<file path="config.mk">
export PLATFORM = sky130hd
export DESIGN_NAME = add_pipe
export DESIGN_NICKNAME = d
export VERILOG_FILES = /design/src/rtl/add_pipe.sv
export SDC_FILE = /design/constraint.sdc
export NUM_CORES = 1
export LEC_CHECK = 0
export ABC_AREA = 1
export ABC_CLOCK_PERIOD_IN_PS = 2000
export CAP_MARGIN = 25
export CORE_UTILIZATION = 35
export CTS_CLUSTER_SIZE = 25
export DETAILED_ROUTE_END_ITERATION = 7
export GPL_TIMING_DRIVEN = 0
export SETUP_SLACK_MARGIN = 0.5
export SLEW_MARGIN = 20
export SYNTH_ARGS = -nofsm -noshare
export SYNTH_HDL_FRONTEND = slang
export SYNTH_SLANG_ARGS = --single-unit
</file>
<file path="constraint.sdc">
create_clock -name clk -period 2 [get_ports clk]
set_input_delay 0.4 -clock clk [delete_from_list [all_inputs] [get_ports clk]]
set_output_delay 0.4 -clock clk [all_outputs]
set_load 0.005 [all_outputs]
</file>
<file path="src/rtl/add_pipe.sv">
// add_pipe: carry-pipelined adder, one CHUNK-wide carry segment per stage.
// {cout,sum} = a + b + cin, latency STAGES = WIDTH/CHUNK, global stall on out_ready.
// Optional macro ADD_PIPE_OVF_EN adds a registered signed-overflow flag (port ovf).
module add_pipe #(
    parameter int unsigned WIDTH = 16,
    parameter int unsigned CHUNK = 8
) (
    input  logic             clk,
    input  logic             rst_n,
    input  logic             in_valid,
    output logic             in_ready,
    input  logic [WIDTH-1:0] a,
    input  logic [WIDTH-1:0] b,
    input  logic             cin,
    output logic             out_valid,
    input  logic             out_ready,
    output logic [WIDTH-1:0] sum,
    output logic             cout
`ifdef ADD_PIPE_OVF_EN
    ,
    output logic             ovf
`endif
);

    localparam int unsigned STAGES = WIDTH / CHUNK;
    localparam int unsigned LAST   = STAGES - 1;

    // Whole pipeline moves together; a full output slot blocks everything behind it.
    logic w_advance;

    // Per-stage inputs (from the ports for stage 0, from the previous stage otherwise).
    logic             w_vin   [STAGES];
    logic             w_cin   [STAGES];
    logic [WIDTH-1:0] w_ain   [STAGES];
    logic [WIDTH-1:0] w_bin   [STAGES];
    logic [WIDTH-1:0] w_sin   [STAGES];
    logic [WIDTH-1:0] w_snext [STAGES];
    logic [CHUNK:0]   w_part  [STAGES];

    // Stage registers: valid, chunk carry-out, operands carried forward, partial sum.
    logic             r_v [STAGES];
    logic             r_c [STAGES];
    logic [WIDTH-1:0] r_a [STAGES];
    logic [WIDTH-1:0] r_b [STAGES];
    logic [WIDTH-1:0] r_s [STAGES];

    assign w_advance = !r_v[LAST] || out_ready;
    assign in_ready  = w_advance;
    assign out_valid = r_v[LAST];
    assign sum       = r_s[LAST];
    assign cout      = r_c[LAST];

    for (genvar k = 0; k < STAGES; k++) begin : g_stage
        localparam int unsigned LO = k * CHUNK;
        localparam logic [WIDTH-1:0] CMASK = WIDTH'({CHUNK{1'b1}}) << LO;

        if (k == 0) begin : g_head
            assign w_vin[k] = in_valid;
            assign w_cin[k] = cin;
            assign w_ain[k] = a;
            assign w_bin[k] = b;
            assign w_sin[k] = '0;
        end else begin : g_link
            assign w_vin[k] = r_v[k-1];
            assign w_cin[k] = r_c[k-1];
            assign w_ain[k] = r_a[k-1];
            assign w_bin[k] = r_b[k-1];
            assign w_sin[k] = r_s[k-1];
        end

        // Resolve this stage's chunk and splice it into the partial sum.
        assign w_part[k]  = (CHUNK+1)'(w_ain[k][LO +: CHUNK])
                          + (CHUNK+1)'(w_bin[k][LO +: CHUNK])
                          + (CHUNK+1)'(w_cin[k]);
        assign w_snext[k] = (w_sin[k] & ~CMASK)
                          | (WIDTH'(w_part[k][CHUNK-1:0]) << LO);

        // Stage register: clears on reset, holds on stall, shifts (with bubbles) otherwise.
        always_ff @(posedge clk) begin
            if (!rst_n) begin
                r_v[k] <= 1'b0;
                r_c[k] <= 1'b0;
                r_a[k] <= '0;
                r_b[k] <= '0;
                r_s[k] <= '0;
            end else if (w_advance) begin
                r_v[k] <= w_vin[k];
                r_c[k] <= w_part[k][CHUNK];
                r_a[k] <= w_ain[k];
                r_b[k] <= w_bin[k];
                r_s[k] <= w_snext[k];
            end
        end
    end

`ifdef ADD_PIPE_OVF_EN
    logic r_ovf;

    // Signed overflow computed alongside the final chunk so it stays aligned with sum.
    always_ff @(posedge clk) begin
        if (!rst_n) begin
            r_ovf <= 1'b0;
        end else if (w_advance) begin
            r_ovf <= (w_ain[LAST][WIDTH-1] == w_bin[LAST][WIDTH-1])
                  && (w_snext[LAST][WIDTH-1] != w_ain[LAST][WIDTH-1]);
        end
    end

    assign ovf = r_ovf;
`endif

endmodule

</file>
Word-level counts from Yosys, hierarchy flattened
Memories as Yosys holds them, arrays and structs flattened. Cells that the tools add are included.

Register bits after elaboration: 0. Bits in writable memories: 100. Bits of input ports: 37. Word-level logic and storage cells: 36. Memories kept: 5.

Memories: r_a (depth 2, width 16, rd ports 1, clocked after Yosys merged registers in 0, wr ports 2, line 43) `logic [WIDTH-1:0] r_a [STAGES];`; r_b (depth 2, width 16, rd ports 1, clocked after Yosys merged registers in 0, wr ports 2, line 44) `logic [WIDTH-1:0] r_b [STAGES];`; r_s (depth 2, width 16, rd ports 2, clocked after Yosys merged registers in 0, wr ports 2, line 45) `logic [WIDTH-1:0] r_s [STAGES];`; r_c (depth 2, width 1, rd ports 2, clocked after Yosys merged registers in 0, wr ports 2, line 42) `logic r_c [STAGES];`; r_v (depth 2, width 1, rd ports 2, clocked after Yosys merged registers in 0, wr ports 2, line 41) `logic r_v [STAGES];`.

Add/subtract/negate cells: 4. Muxes and demuxes: 14. Bitwise gates (word level): 11. Reductions and logical operators: 2.

Operators with widths (number): $mux W16 (6); $add A8 B8 Y9 (2); $add A9 B1 Y9 (2); $or A8 B16 Y16 (1); $or A1 B1 Y1 (10); $mux W1 (8); $logic_not A1 Y1 (1); $logic_or A1 B1 Y1 (1).

Logic depth before layout (Yosys ltp)
Gate-level depths: netlist of run 1. An unclocked memory read counts as a cell.

Depth in word-level cells: 7. Gate-level depth with buffers: 9. Depth with buffers taken out: 9.

Worst setup path after synthesis of run 1
Ideal clock, no wire load.

Path kind: input to register. Start: input port out_ready. End: memory r_a[0][10], enable pin. Data arrival time: 1.413 ns. Data required time: 1.338 ns. Setup slack: -0.074 ns. Cell stages on the path: 2. Cells stage by stage: inv_2 nand3_1.

RTL lines: from (decl) (line 16) `input logic out_ready,`; to (decl) (line 43).

==> qor.txt, run 1 <==
H-tree levels - 2
core area - 6460 um2
Initial DRC Count - 116
post-synth top area cell - edfxtp_1
Worst Path Required - 2060 ps
WL/cell - 11.6 um
CTS tree - built
overall power - 2350 uW
Via Count - 1824
std cell rows - 29
Ports - 56
post-synthesis sequential area ratio - 54.5%
Final Hold Vio Count - 0
max-cap viol count - 0
CTS Buf Count - 5
IO buf count - 55
largest net degree at the start of global routing - 23
Worst EP arrival - 1780 ps
final period utilization - 86.1%
EDFF count, synth - 42
fin util - 52.9%
CTS Hold Buffers Added - 0
min cycle time layout - 1720 ps
die width - 84.6 um
Final Wtd Congestion - 0.793
RSZ-0062 raised after global routing - true
drt total wl - 4.73 mm
mean number of vias per cell - 4.48
delay-heaviest family, CP - adder cells
Async SR Flop Fraction - 0%
Yosys top cell area share - 52.8%
die height - 84.6 um
layout cells sized above 1 - 22.7%
Post-Syn Nets - 311
Post-Synthesis Cells - 256
# fillers - 613
Synth Flop Type - edfxtp_1
max incr delay on CP - 380 ps
initial core utilization - 37.0%
placed cell areas - 3080 um2
total gr overflow - 0
area of the multi-input gates - 1080 um2
Top cell by count, worst path - fa_2
drt drc - 0
outcome - finished clean
maximum vdd drop - 0.000314 V
CP Max Fanout - 3
Root Driver - clkbuf_8
post-route cell area - 3410 um2
storage element area - 1300 um2
DP HPWL - 3.12 mm
global-route wire length before repair - 7.70 mm
worst min-delay path class - reg -> reg
Setup Skew - 3.68 ps
initial antenna violation count - 0
# clock sinks - 44
nets - 384
Hold Slack - 437 ps
Rel. slew slack - 77.5%
Max clock buf depth - 2
synthesis-to-layout area growth - 43.0%
fmax - 581 MHz
antenna-violating nets left - 0
Final TNS setup - 0 ps
power per cell area - 687 nW/um2
Mean Syn Cell Area - 9.33 um2
Final setup viols - 0
crit path launch type - register
TritonRoute pass-1 iters - 8
slowest library cell on the worst path - fa_2
clk slew on worst S/H paths - 80 ps
die area - 7160 um2
worst skew pair latency - 290 ps
Tightest Pin Transition - 338 ps
gr usage total - 13.8%
max-slew violations - 0
worst path cell trace - fa_2, inv_2, fa_2, o21ai_4, nand3_2, a21oi_2, nor2_1
FF+latch count, synth - 44
Syn. warnings - 0
vias in the first global route - 1708
largest cells by area after synthesis - edfxtp_1, inv_1, nor2_1, ha_1, nand2_1
Pleak - 0.00165 uW
Cell variety after synth - 22
Post-Syn Area - 2390 um2
Inserted Diodes - 0
crit end category - register
WS Path Type - reg -> reg
CP Buf/Inv Count - 1
==> repair_timing <==
| item | CTS | global route |
|---|---|---|
| setup endpoints to repair | 77 | 65 |
| gates resized for setup | 58 | 20 |
| buffers inserted | 5 | 5 |
| pin swaps | 16 | 9 |
| cloned | 1 | 0 |
==> placed cells by master, fill, tap and decap left out, types with 8 or more instances in the layout <==
master,instances
inv_1,47
nor2_1,43
inv_2,8
a21oi_1,12
nand2_2,8
dlygate4sd2_1,31
edfxtp_1,42
ha_4,8
buf_4,8
nand2_1,39
clkdlybuf4s50_1,19
==> synthesized netlist by cell type (2+ instances only) <==
cell / number
inv_2: 3
ha_1: 14
a21oi_1: 16
fa_1: 4
nand3_1: 14
edfxtp_1: 42
inv_1: 52
buf_2: 3
dfxtp_1: 2
nand2_2: 3
nor2_1: 48
nand2_1: 44
and2_4: 2
==> worst min-delay path, delay by kind of cell (launching register included) <==
| kind | cells | cell delay [ps] |
|---|---|---|
| DFF | 1 | 330 |
| and+or+nand+nor | 2 | 90 |
==> cell type report <==
cell class              instances  area share, %
inverters                      55           6.05
multi-input cells             154           31.5
repair buffers                 65           17.3
clock buffers                   6           2.13
well taps                      77           2.82
plain buffers                   4           1.03
flip-flops and latches         44           38.1
clock inverters                 2           1.03
==> metal layers <==
layer  part of all wire, %  GRT usage (%)  routed length (um)
met3                   2.8           2.75                 131
met5                     0              0                   0
met1                    45           17.4                2110
met4                   1.3           4.62                  61
met2                    51           23.7                2420
==> sequential cells by signal (all words and copies together) (netlist names) <==
| register | count |
|---|---|
| r_a | 8 |
| r_s | 24 |
| r_b | 8 |
| r_c | 2 |
| r_v | 2 |
==> power by group <==
group	switching, uW	internal (uW)	leakage (uW)
sequential	29.9	1110	0.000504
combinational	265	271	0.00109
clock	298	371	0.0000552
total	593	1750	0.00165
==> worst paths after layout <==
check,start,endpoint,slack [ps],depth (start not counted)
setup / recovery,r_a[0][8]$_SDFFCE_PN0P_,r_s[1][14]$_SDFFCE_PN0P_,280,7
hold / removal,r_v[0]$_DFFE_PP_,r_v[1]$_DFF_P_,440,2
hold reg to reg,r_v[0]$_DFFE_PP_,r_v[1]$_DFF_P_,440,2
setup reg to reg,r_a[0][8]$_SDFFCE_PN0P_,r_s[1][14]$_SDFFCE_PN0P_,280,7
==> through the flow <==
stage | worst slack [ps] | instances
after floorplan | 381 | 256
after global placement | -145 | 388
after detailed placement | -157 | 388
after CTS | 274 | 402
after global routing | 215 | 407
final | 278 | 407
==> kinds of logic (layout without fill, tap and decap cells) <==
kind of cell | count (synthesis) | count (layout) | synth area share [%]
AOI/OAI and AO/OA | 19 | 19 | 4.24
buffers and inverters | 59 | 132 | 10.1
DFF | 44 | 44 | 54.5
xor gates and xnor gates | 1 | 1 | 0.367
adders and majority gates | 18 | 18 | 10.7
and+or+nand+nor | 115 | 116 | 20.1
(Power assumes the default switching activity.)
==> inputs of run 2 (changes only) <==
- CORE_UTILIZATION: 35 -> 45
- CTS_CLUSTER_DIAMETER: not set -> 80
- HOLD_SLACK_MARGIN: not set -> 0.05
- PLACE_DENSITY: not set -> 0.76
==> qor.txt, run 2 (same netlist as run 1, synthesis figures left out) <==
Worst Path Required - 2060 ps
Pleak - 0.00164 uW
H-tree levels - 2
RSZ-0062 raised after global routing - true
IO buf count - 55
mean number of vias per cell - 4.68
slowest library cell on the worst path - fa_2
Ports - 56
Final TNS setup - 0 ps
Initial DRC Count - 197
gr busiest metal - met2
initial antenna violation count - 0
final period utilization - 87.7%
max-cap viol count - 0
CTS tree - built
met1 Usage GRT - 21.4%
die width - 74.9 um
Setup Skew - 9.79 ps
synthesis-to-layout area growth - 41.7%
Worst EP arrival - 1810 ps
drt total wl - 4.68 mm
worst min-delay path class - reg -> reg
power per cell area - 711 nW/um2
layout cells sized above 1 - 20.6%
WS Path Type - reg -> reg
# fillers - 415
Most flops, register - r_s
crit path launch type - register
CTS Buf Count - 5
r2r startpoint - r_c[0]$_DFFE_PP_
GRT met3 Usage - 3.88%
met2 usage - 29.1%
gr usage total - 17.4%
drt drc - 0
Rel. slew slack - 78.3%
TritonRoute pass-1 iters - 4
post-route cell area - 3380 um2
max FFs per register - 24
maximum vdd drop - 0.000369 V
nets - 380
worst skew pair latency - 300 ps
total gr overflow - 0
hold_sp - r_v[0]$_DFFE_PP_
Max clock buf depth - 2
Final setup viols - 0
largest net degree at the start of global routing - 23
most frequent cells in the layout - inv_1, nor2_1, edfxtp_1, nand2_1, dlygate4sd2_1
die height - 74.9 um
clk slew on worst S/H paths - 80 ps
antenna-violating nets left - 0
Root Driver - clkbuf_8
Hold Slack - 432 ps
Final Hold Vio Count - 0
max incr delay on CP - 420 ps
# clock sinks - 44
most common cell after layout, fill and taps aside - inv_1
WL/cell - 11.8 um
placed cell areas - 3070 um2
worst path cell trace - fa_2, inv_2, fa_2, o21ai_4, and2_4, nor2_1, nor2_1
DP HPWL - 3.14 mm
fmax - 570 MHz
die area - 5600 um2
global-route wire length before repair - 7.14 mm
outcome - finished clean
std cell rows - 26
CP Max Fanout - 2
Tightest Pin Transition - 325 ps
max-slew violations - 0
crit end category - register
biggest regs - r_s: 24 flops, r_a: 8 flops, r_b: 8 flops
delay-heaviest family, CP - adder cells
Inserted Diodes - 0
vias in the first global route - 1648
CP Launch Point - r_c[0]$_DFFE_PP_
initial core utilization - 46.8%
overall power - 2410 uW
CP Buf/Inv Count - 1
core area - 5110 um2
Via Count - 1852
min cycle time layout - 1750 ps
Final Wtd Congestion - 0.813
fin util - 66.3%
==> run 2: cell count changes in the layout (fill, tap and decap cells not counted), moves of 2 or more <==
| cell | delta |
|---|---|
| nand2_2 | -3 |
| nor2_1 | +3 |
| buf_4 | -2 |
| buf_6 | -2 |
| clkbuf_8 | +2 |
| inv_1 | +2 |
| inv_2 | -2 |
| nand2_4 | +2 |
| nor2_4 | -2 |
==> run 2: per-layer routing <==
layer / part of all wire, % / vias up / routed length (um)
li1: - / 941 / -
met3: 4.3 / 7 / 202
met5: 0 / - / 0
met2: 51 / 59 / 2400
met1: 43 / 845 / 1990
met4: 1.8 / 0 / 84
==> run 2: repair_timing <==
action / 4_1_cts / 5_1_grt
cloned: 1 / 0
resized for setup: 54 / 19
endpoints found under the setup margin: 77 / 42
setup buffers: 3 / 3
pin swaps: 16 / 9
hold buffers: 0 / 0
==> run 2: stage by stage <==
step           std cells  worst slack [ps]
2_1_floorplan        256               381
3_3_place_gp         381              -131
3_5_place_dp         381              -144
4_1_cts              393               260
5_1_grt              396               152
6_report             396               246
==> run 2: worst reg2reg max path, cell delays in order, from the launching register on <==
cell,delay [ps]
edfxtp_1,410
fa_2,420
inv_2,70
fa_2,230
o21ai_4,80
and2_4,170
nor2_1,80
nor2_1,70
==> run 2: final cells by class <==
cell class                 instances  area, um2  area share (%)
timing repair buffer              61        549            16.2
buffer                             4       35.0            1.04
clock buffer                       7       96.3            2.85
sequential                        44       1310            38.6
tap                               70       87.6            2.59
clock inverter                     1       30.0           0.887
inverter                          55        206            6.10
multi-input combinational        154       1070            31.8
==> run 2: worst paths after layout <==
check                           slack [ps]                  endpoint  depth (start not counted)
worst max-delay path                   250  r_s[1][12]$_SDFFCE_PN0P_                          7
worst min-delay path                   430            r_v[1]$_DFF_P_                          2
worst max register to register         250  r_s[1][12]$_SDFFCE_PN0P_                          7
worst min register to register         430            r_v[1]$_DFF_P_                          2
==> run 2: where the power goes <==
part	switching (uW)	internal, uW	total [uW]
logic	257	263	519
registers	35.1	1110	1150
clock network	297	441	738
total	589	1820	2410
